`src/rtl/piso_fifo.sv`:
```
// Parallel-in serial-out element buffer: loads one packed word of DEPTH elements
// and drains it one element per accepted pop, element 0 first.
module piso_fifo #(
  parameter int DEPTH      = 8,
  parameter int DATA_WIDTH = 16,
  parameter int ADDR_WIDTH = $clog2(DEPTH)
) (
  input  logic                        i_clk,
  input  logic                        i_nrst,
  input  logic                        i_clear,
  input  logic                        i_wen,
  input  logic                        i_ren,
  input  logic [DEPTH*DATA_WIDTH-1:0] i_data_in,
  output logic [DATA_WIDTH-1:0]       o_data_out,
  output logic                        o_valid,
  output logic                        o_empty,
  output logic                        o_full,
  output logic [ADDR_WIDTH:0]         o_count
);

  localparam logic [ADDR_WIDTH:0] FULL_CNT = (ADDR_WIDTH + 1)'(DEPTH);
  localparam logic [ADDR_WIDTH:0] ONE_CNT  = (ADDR_WIDTH + 1)'(1);

  logic [DEPTH*DATA_WIDTH-1:0] word_q, word_d;
  logic [ADDR_WIDTH-1:0]       rptr_q, rptr_d;
  logic [ADDR_WIDTH:0]         cntr_q, cntr_d;
  logic [DATA_WIDTH-1:0]       data_q, data_d;
  logic                        valid_q, valid_d;
  logic                        pop_s, load_s;

  // A load is also accepted on the cycle that pops the final element, so words stream back-to-back.
  always_comb begin
    pop_s  = i_ren && (cntr_q != '0);
    load_s = i_wen && ((cntr_q == '0) || ((cntr_q == ONE_CNT) && i_ren));
    word_d  = word_q;
    rptr_d  = rptr_q;
    cntr_d  = cntr_q;
    data_d  = data_q;
    valid_d = 1'b0;
    if (i_clear) begin
      word_d  = '0;
      rptr_d  = '0;
      cntr_d  = '0;
      data_d  = '0;
      valid_d = 1'b0;
    end else begin
      if (load_s) begin
        word_d = i_data_in;
        rptr_d = '0;
        cntr_d = FULL_CNT;
      end else if (pop_s) begin
        rptr_d = rptr_q + 1'b1;
        cntr_d = cntr_q - ONE_CNT;
      end else begin
        rptr_d = rptr_q;
        cntr_d = cntr_q;
      end
      if (pop_s) begin
        data_d  = word_q[rptr_q*DATA_WIDTH +: DATA_WIDTH];
        valid_d = 1'b1;
      end else begin
        data_d  = data_q;
        valid_d = 1'b0;
      end
    end
  end

  // State registers; reset discards any held word immediately.
  always_ff @(posedge i_clk or negedge i_nrst) begin
    if (!i_nrst) begin
      word_q  <= '0;
      rptr_q  <= '0;
      cntr_q  <= '0;
      data_q  <= '0;
      valid_q <= 1'b0;
    end else begin
      word_q  <= word_d;
      rptr_q  <= rptr_d;
      cntr_q  <= cntr_d;
      data_q  <= data_d;
      valid_q <= valid_d;
    end
  end

  assign o_data_out = data_q;
  assign o_valid    = valid_q;
  assign o_count    = cntr_q;
  assign o_empty    = (cntr_q == '0);
  assign o_full     = (cntr_q != '0);

endmodule

```
`config.mk`:
```
export PLATFORM = sky130hd
export DESIGN_NAME = piso_fifo
export DESIGN_NICKNAME = d
export VERILOG_FILES = /design/src/rtl/piso_fifo.sv
export SDC_FILE = /design/constraint.sdc
export NUM_CORES = 1
export LEC_CHECK = 0
export BUFFER_PORTS_ARGS = -buffer_cell sky130_fd_sc_hd__buf_2
export CAP_MARGIN = 10
export CORE_AREA = 5 5 123 125
export CTS_BUF_LIST = sky130_fd_sc_hd__clkbuf_4
export CTS_CLUSTER_SIZE = 24
export DETAILED_ROUTE_END_ITERATION = 6
export DIE_AREA = 0 0 128 130
export PLACE_DENSITY = 0.79
export SLEW_MARGIN = 15
export SYNTH_ARGS = -nofsm -noshare
export SYNTH_HDL_FRONTEND = slang
export SYNTH_SLANG_ARGS = --single-unit
```
`constraint.sdc`:
```
create_clock -name i_clk -period 2.4 [get_ports i_clk]
set_clock_uncertainty 0.05 [all_clocks]
set_input_delay 0.36 -clock i_clk [delete_from_list [all_inputs] [get_ports i_clk]]
set_output_delay 0.36 -clock i_clk [all_outputs]
set_load 0.05 [all_outputs]
```
==> results of run 1 <==
[sequential cells by signal (all words and copies together) (netlist names)]
signal,count
word_q,128
o_data_out,16
o_count,4
rptr_q,3
o_valid,1
[area by class of cell]
cell class	instances	area share
flip-flops and latches	152	0.384
multi-input cells	519	0.332
repair buffers	291	0.224
well taps	180	0.0227
clock inverters	12	0.0208
clock buffers	18	0.0136
inverters	6	0.00227
diodes	2	0.000505
[critical path: cells and delay by family (launching register included)]
kind	cells	cell delay [ns]
DFF	1	0.42
buffers and inverters	3	0.41
and+or+nand+nor	1	0.38
adders and majority gates	1	0.13
[how the worst max path moves through the flow]
stage,slack [ns],startpoint,endpoint,cells after the start
4_1_cts,0.01,o_count[0]$_DFFE_PN0P_,o_full,5
2_1_floorplan,0.06,o_count[0]$_DFFE_PN0P_,rptr_q[2]$_DFFE_PN0P_,8
3_3_place_gp,0.22,o_count[0]$_DFFE_PN0P_,o_data_out[6]$_DFFE_PN0P_,6
3_5_place_dp,0.18,o_count[0]$_DFFE_PN0P_,o_data_out[12]$_DFFE_PN0P_,6
6_report,0.09,o_count[1]$_DFFE_PN0P_,o_full,5
5_1_grt,0.02,o_count[0]$_DFFE_PN0P_,o_full,5
[synthesized netlist by cell type]
library cell    n  area, sq um
dfrtp_1       152         3800
a21oi_1       136          681
o21ai_0       131          656
nand3_1       130          651
clkbuf_1       61          229
mux2i_1        33          330
buf_2          21          105
a22oi_1        16          120
a32o_1         16          160
mux4_2         16          360
nand2b_1       11         68.8
inv_1           6         22.5
or2_0           5         31.3
ha_1            4         50.1
buf_4           3         22.5
a21o_1          2         15.0
buf_6           2         22.5
nor2_1          2         7.51
nor2b_1         2         12.5
o21ai_1         2         10.0
or3_1           2         12.5
or4_1           2         15.0
a21oi_2         1         8.76
and2_1          1         6.26
buf_12          1         20.0
nand2_1         1         3.75
nor3_2          1         10.0
nor3b_1         1         7.51
nor4b_1         1         8.76
o31ai_1         1         7.51
or3b_1          1         8.76
or3b_2          1         8.76
[stage by stage]
| stage | worst slack (ns) | instances |
|---|---|---|
| CTS | 0.0104 | 1174 |
| floorplan | 0.0591 | 765 |
| detailed placement | 0.176 | 1033 |
| global route | 0.0174 | 1179 |
| global placement | 0.217 | 1033 |
| finish | 0.0885 | 1180 |
[cell families after synthesis]
logic type | Yosys count
and+or+nand+nor | 161
adders and majority gates | 4
buffers and inverters | 94
muxes | 49
AOI/OAI and AO/OA | 305
DFF | 152
[cells in the final DEF (no fill, tap or decap), types with 16 or more instances in the layout]
master | synthesis | routed
dlygate4sd3_1 | 0 | 112
o21ai_0 | 131 | 131
buf_2 | 21 | 151
clkbuf_4 | 0 | 18
a21oi_1 | 136 | 135
mux4_2 | 16 | 16
nand3_1 | 130 | 130
a32o_1 | 16 | 16
mux2i_1 | 33 | 33
a22oi_1 | 16 | 16
dfrtp_1 | 152 | 149
[power groups by stage]
stage	Sequential (mW)	Clock, mW	Combinational [mW]
finish	3.52	1.90	4.35
global route	3.57	2.00	4.70
CTS	3.48	1.91	4.18
detailed placement	3.54	0	3.98
global placement	3.51	0	3.91
floorplan	3.57	0	2.74
[per-layer routing]
metal | track usage | share of wire | vias up
li1 | - | - | 3260
met1 | 0.396 | 0.40 | 3568
met2 | 0.459 | 0.47 | 420
met3 | 0.0630 | 0.085 | 94
met4 | 0.124 | 0.045 | 0
met5 | 0 | 0 | -
[repair_timing]
action / 4_1_cts / 5_1_grt
gates resized for setup: 6 / 4
buffers inserted: 2 / 1
pin swaps: 0 / 1
cloned: 0 / 0
hold endpoints to repair: 165 / 3
endpoints found under the setup margin: 2 / 2
hold buffers: 109 / 3
==> impl_metrics.json, run 1 <==
{
  "grt_max_degree": 132,
  "crit_path_start_kind": "register",
  "syn_nets": 902,
  "vias": 7342,
  "rsz0062_at_grt": "no",
  "grt_pass1_vias": 7195,
  "yosysWarnings": 0,
  "cts.sinks": 152,
  "dp_hpwl_um": 14500,
  "setup_violations": 0,
  "irDropWorstVdd_uv": 1110,
  "coreArea_sq_um": 13800,
  "max_stage_delay_ns": 0.42,
  "syn_area_sq_um": 7480,
  "final_antenna_net_count": 0,
  "power.total_mw": 9.76,
  "die_area_sq_um": 16600,
  "required_ns": 1.99,
  "swShare": 0.415,
  "synth_top_family_by_area": "compound AO/OA/AOI/OAI gates",
  "r2r_setup_slack_ns": 0.29,
  "cp_max_fo": 4,
  "r2r-start": "o_count[1]$_DFFE_PN0P_",
  "p_sw_mw": 4.05,
  "overflow": 0,
  "avgSynthCellArea_sq_um": 9.77,
  "muxShareOfSynthArea": 0.0924,
  "seqPwrFrac": 0.360,
  "multi_input_area_sq_um": 3290,
  "fin_util": 0.720,
  "seqCellArea_sq_um": 3810,
  "p_comb_frac": 0.445,
  "die_w_um": 128,
  "cts_buffer_depth": 2,
  "slew-limit-headroom": 0.265,
  "p_per_area_nw_per_um2": 984,
  "synth_cells": 765,
  "via_per_inst": 6.22,
  "hold_end": "word_q[6]$_DFFE_PN0P_",
  "worst_pin_slew_ns": 1.10,
  "clkSlewWorstSetupHoldPaths_ns": 0.13,
  "drc": 0,
  "tritoncts": "done",
  "fin_nets": 1124,
  "reg2reg_to": "o_data_out[4]$_DFFE_PN0P_",
  "die_h_um": 130,
  "numCtsBuffers": 17,
  "r2r_cells": 6,
  "synth_fa_ha_area_frac": 0.00669,
  "wirelength_um": 24100,
  "yosys.area_share.simple": 0.114,
  "status": "completed",
  "design_area_sq_um": 9920,
  "grt_pass1_wl_um": 37900,
  "crit_type": "register to output port",
  "fmax_mhz": 433,
  "start_util": 0.543,
  "hold_path_class": "primary input to register",
  "htreeDepth": 4,
  "clockRootBuffer": "clkbuf_4",
  "hold-worst-slack_ns": 0.0329,
  "port_buffers": 155,
  "gp_congestion": 0.889,
  "syn2layout_area_growth_pct": 32.7,
  "synthXorXnorAreaFrac": 0,
  "hold_depth": 3,
  "ys_ff_latch": 152,
  "place_area_sq_um": 8400,
  "dr.pass1.iters": 5,
  "maxCapViolCount": 0,
  "fin_crit_sh": 0.963,
  "io_pins": 156,
  "synth_seq_area_share": 0.509,
  "drive_gt1_frac": 0.236,
  "crit_slowest_cell": "dfrtp_2",
  "insertion_delay_ns": 0.56,
  "fin_tns_setup_ns": 0,
  "p_int_mw": 5.71,
  "worstSetupEndpointType": "output port",
  "fillCellCount": 1002,
  "grtUsageTotal": 0.292,
  "cp_cell_sequence": "inv_2 > ha_4 > or3b_4 > buf_4 > buf_6",
  "min-delay-start": "i_data_in[6]",
  "crit_arrival_ns": 1.90,
  "hold_viol": 0,
  "row_count": 43,
  "pwr-share-clk": 0.194,
  "synth_compound_area_frac": 0.222,
  "ys_types": 32,
  "p_leak_nw": 4.33,
  "grt_antenna_before_repair": 1,
  "drt_iter0_drc": 848,
  "wire_per_inst_um": 20.5,
  "drv_slew": 0,
  "period_needed_ns": 2.31
}
Note: power is estimated with default switching activity, not from simulation.
==> run 2, diff against run 1 <==
--- a/config.mk
+++ b/config.mk
@@ -12,7 +12,8 @@
 export CTS_CLUSTER_SIZE = 24
 export DETAILED_ROUTE_END_ITERATION = 6
 export DIE_AREA = 0 0 128 130
-export PLACE_DENSITY = 0.79
+export PLACE_DENSITY = 0.88
+export SETUP_SLACK_MARGIN = 0.15
 export SLEW_MARGIN = 15
 export SYNTH_ARGS = -nofsm -noshare
 export SYNTH_HDL_FRONTEND = slang
==> run 2 against run 1 <==
Net effect:
- worst hold slack lost 0.016 ns
- die area is the same
- critical path type unchanged
- sequential power is essentially flat
- sequential share of layout area grew 0.053 points
- critical path depth is the same
- flip-flop and latch count is the same
- first-iteration DRC count grew 74%
- global-route usage grew 3.0 points
- core utilization shrank 0.10 points
- fmax grew 3.5%
- register-to-register slack lost 0.06 ns
==> impl_metrics.json, run 2 (synthesis results as in run 1) <==
{
  "cts_buffer_depth": 2,
  "fin_tns_setup_ns": 0,
  "hold-worst-slack_ns": 0.0169,
  "die_w_um": 128,
  "r2r_cells": 6,
  "start_util": 0.543,
  "worstSetupEndpointType": "output port",
  "tritoncts": "done",
  "crit_type": "register to output port",
  "final_antenna_net_count": 0,
  "drive_gt1_frac": 0.242,
  "drt_iter0_drc": 1472,
  "syn2layout_area_growth_pct": 32.5,
  "overflow": 0,
  "fin_nets": 1132,
  "power.total_mw": 9.70,
  "use_met1": 0.400,
  "r2r_setup_slack_ns": 0.23,
  "status": "completed",
  "grt_max_degree": 129,
  "numCtsBuffers": 17,
  "grtUsageTotal": 0.321,
  "maxCapViolCount": 0,
  "pwr-share-clk": 0.160,
  "port_buffers": 155,
  "gp_congestion": 0.874,
  "clkSlewWorstSetupHoldPaths_ns": 0.14,
  "place_area_sq_um": 8430,
  "hold_path_class": "primary input to register",
  "coreArea_sq_um": 13800,
  "slew-limit-headroom": 0.414,
  "grt_pass1_vias": 7631,
  "worst_pin_slew_ns": 0.880,
  "p_comb_frac": 0.474,
  "die_area_sq_um": 16600,
  "insertion_delay_ns": 0.57,
  "setup_violations": 0,
  "layout_commonest_cell": "buf_2",
  "htreeDepth": 4,
  "p_sw_mw": 4.27,
  "hold_depth": 3,
  "drc": 0,
  "reg2reg_to": "word_q[98]$_DFFE_PN0P_",
  "crit_path_start_kind": "register",
  "grt_pass1_wl_um": 40900,
  "crit_arrival_ns": 1.82,
  "design_area_sq_um": 9900,
  "via_per_inst": 6.54,
  "p_per_area_nw_per_um2": 979,
  "grt_antenna_before_repair": 2,
  "fin_crit_sh": 0.930,
  "r2r-start": "o_count[0]$_DFFE_PN0P_",
  "min-delay-start": "i_data_in[62]",
  "regMostFlops": "word_q",
  "met3_usage": 0.0778,
  "fin_util": 0.719,
  "irDropWorstVdd_uv": 612,
  "p_leak_nw": 4.33,
  "cp_max_fo": 4,
  "cts.sinks": 152,
  "hold_end": "word_q[62]$_DFFE_PN0P_",
  "io_pins": 156,
  "seqPwrFrac": 0.366,
  "period_needed_ns": 2.23,
  "mostFrequentLayoutCells": "buf_2 (151), dfrtp_1 (149), a21oi_1 (135), o21ai_0 (131), nand3_1 (130)",
  "swShare": 0.441,
  "vias": 7779,
  "largest_register_ffs": 128,
  "wirelength_um": 27100,
  "die_h_um": 130,
  "clockRootBuffer": "clkbuf_4",
  "grtUsageMet2": 0.502,
  "required_ns": 1.99,
  "grt-busiest-layer": "met2",
  "row_count": 43,
  "hold_viol": 0,
  "fmax_mhz": 448,
  "rsz0062_at_grt": "yes",
  "drv_slew": 0,
  "wire_per_inst_um": 22.8,
  "dp_hpwl_um": 15300,
  "p_int_mw": 5.42,
  "dr.pass1.iters": 7
}
==> run 2: changes by cell type in the layout (fill, tap and decap cells not counted), moves of 2 or more <==
cell,delta
buf_4,+9
buf_6,-2
bufinv_16,-4
clkbuf_4,+2
clkinv_1,+2
clkinvlp_4,+2
==> run 2: cell type report <==
class	count	area [sq um]
fill	914	3870
sequential	152	3810
multi-input combinational	519	3300
timing repair buffer	299	2280
tap	180	225
clock buffer	20	150
clock inverter	12	109
inverter	6	25.0
antenna	2	5.00
==> run 2: how the worst max path moves through the flow <==
stage / startpoint / end / slack [ns] / cells past startpoint
6_report: o_count[1]$_DFFE_PN0P_ / o_empty / 0.17 / 5
5_1_grt: o_count[0]$_DFFE_PN0P_ / o_empty / 0.11 / 5
4_1_cts: o_count[0]$_DFFE_PN0P_ / o_empty / 0.15 / 5
3_5_place_dp: o_count[0]$_DFFE_PN0P_ / o_data_out[3]$_DFFE_PN0P_ / 0.04 / 6
3_3_place_gp: o_count[0]$_DFFE_PN0P_ / o_data_out[10]$_DFFE_PN0P_ / 0.13 / 6
2_1_floorplan: o_count[0]$_DFFE_PN0P_ / rptr_q[2]$_DFFE_PN0P_ / 0.16 / 8
==> run 2: metal layers <==
| metal | wire length (um) | part of all wire | vias to the layer above |
|---|---|---|---|
| met3 | 2960 | 0.11 | 183 |
| met2 | 12500 | 0.46 | 666 |
| met4 | 2230 | 0.082 | 0 |
| met5 | 0 | 0 | - |
| met1 | 9390 | 0.35 | 3654 |
| li1 | - | - | 3276 |
==> run 2: worst max-delay path, stage by stage, from the launching register on <==
cell	delay, ns
dfrtp_2	0.44
inv_2	0.08
ha_4	0.13
or3b_4	0.41
inv_4	0.08
buf_8	0.14
==> run 2: metrics by stage <==
step / instances / setup WS [ns]
4_1_cts: 1181 / 0.147
5_1_grt: 1190 / 0.106
3_5_place_dp: 1037 / 0.0367
2_1_floorplan: 765 / 0.164
6_report: 1190 / 0.168
3_3_place_gp: 1037 / 0.129
==> run 2: what timing repair did <==
item / 4_1_cts / 5_1_grt
setup buffers: 6 / 1
pin swaps: 1 / 1
setup endpoints to repair: 18 / 18
hold buffers: 106 / 6
endpoints found under the hold margin: 165 / 6
resized for setup: 11 / 1
==> run 2: power by group through the flow <==
stage               Sequential [mW]  Combinational [mW]  Clock, mW
floorplan                      3.57                2.75          0
detailed placement             3.52                4.05          0
global route                   3.58                4.91       1.65
finish                         3.55                4.59       1.55
CTS                            3.47                4.38       1.51
global placement               3.48                3.96          0
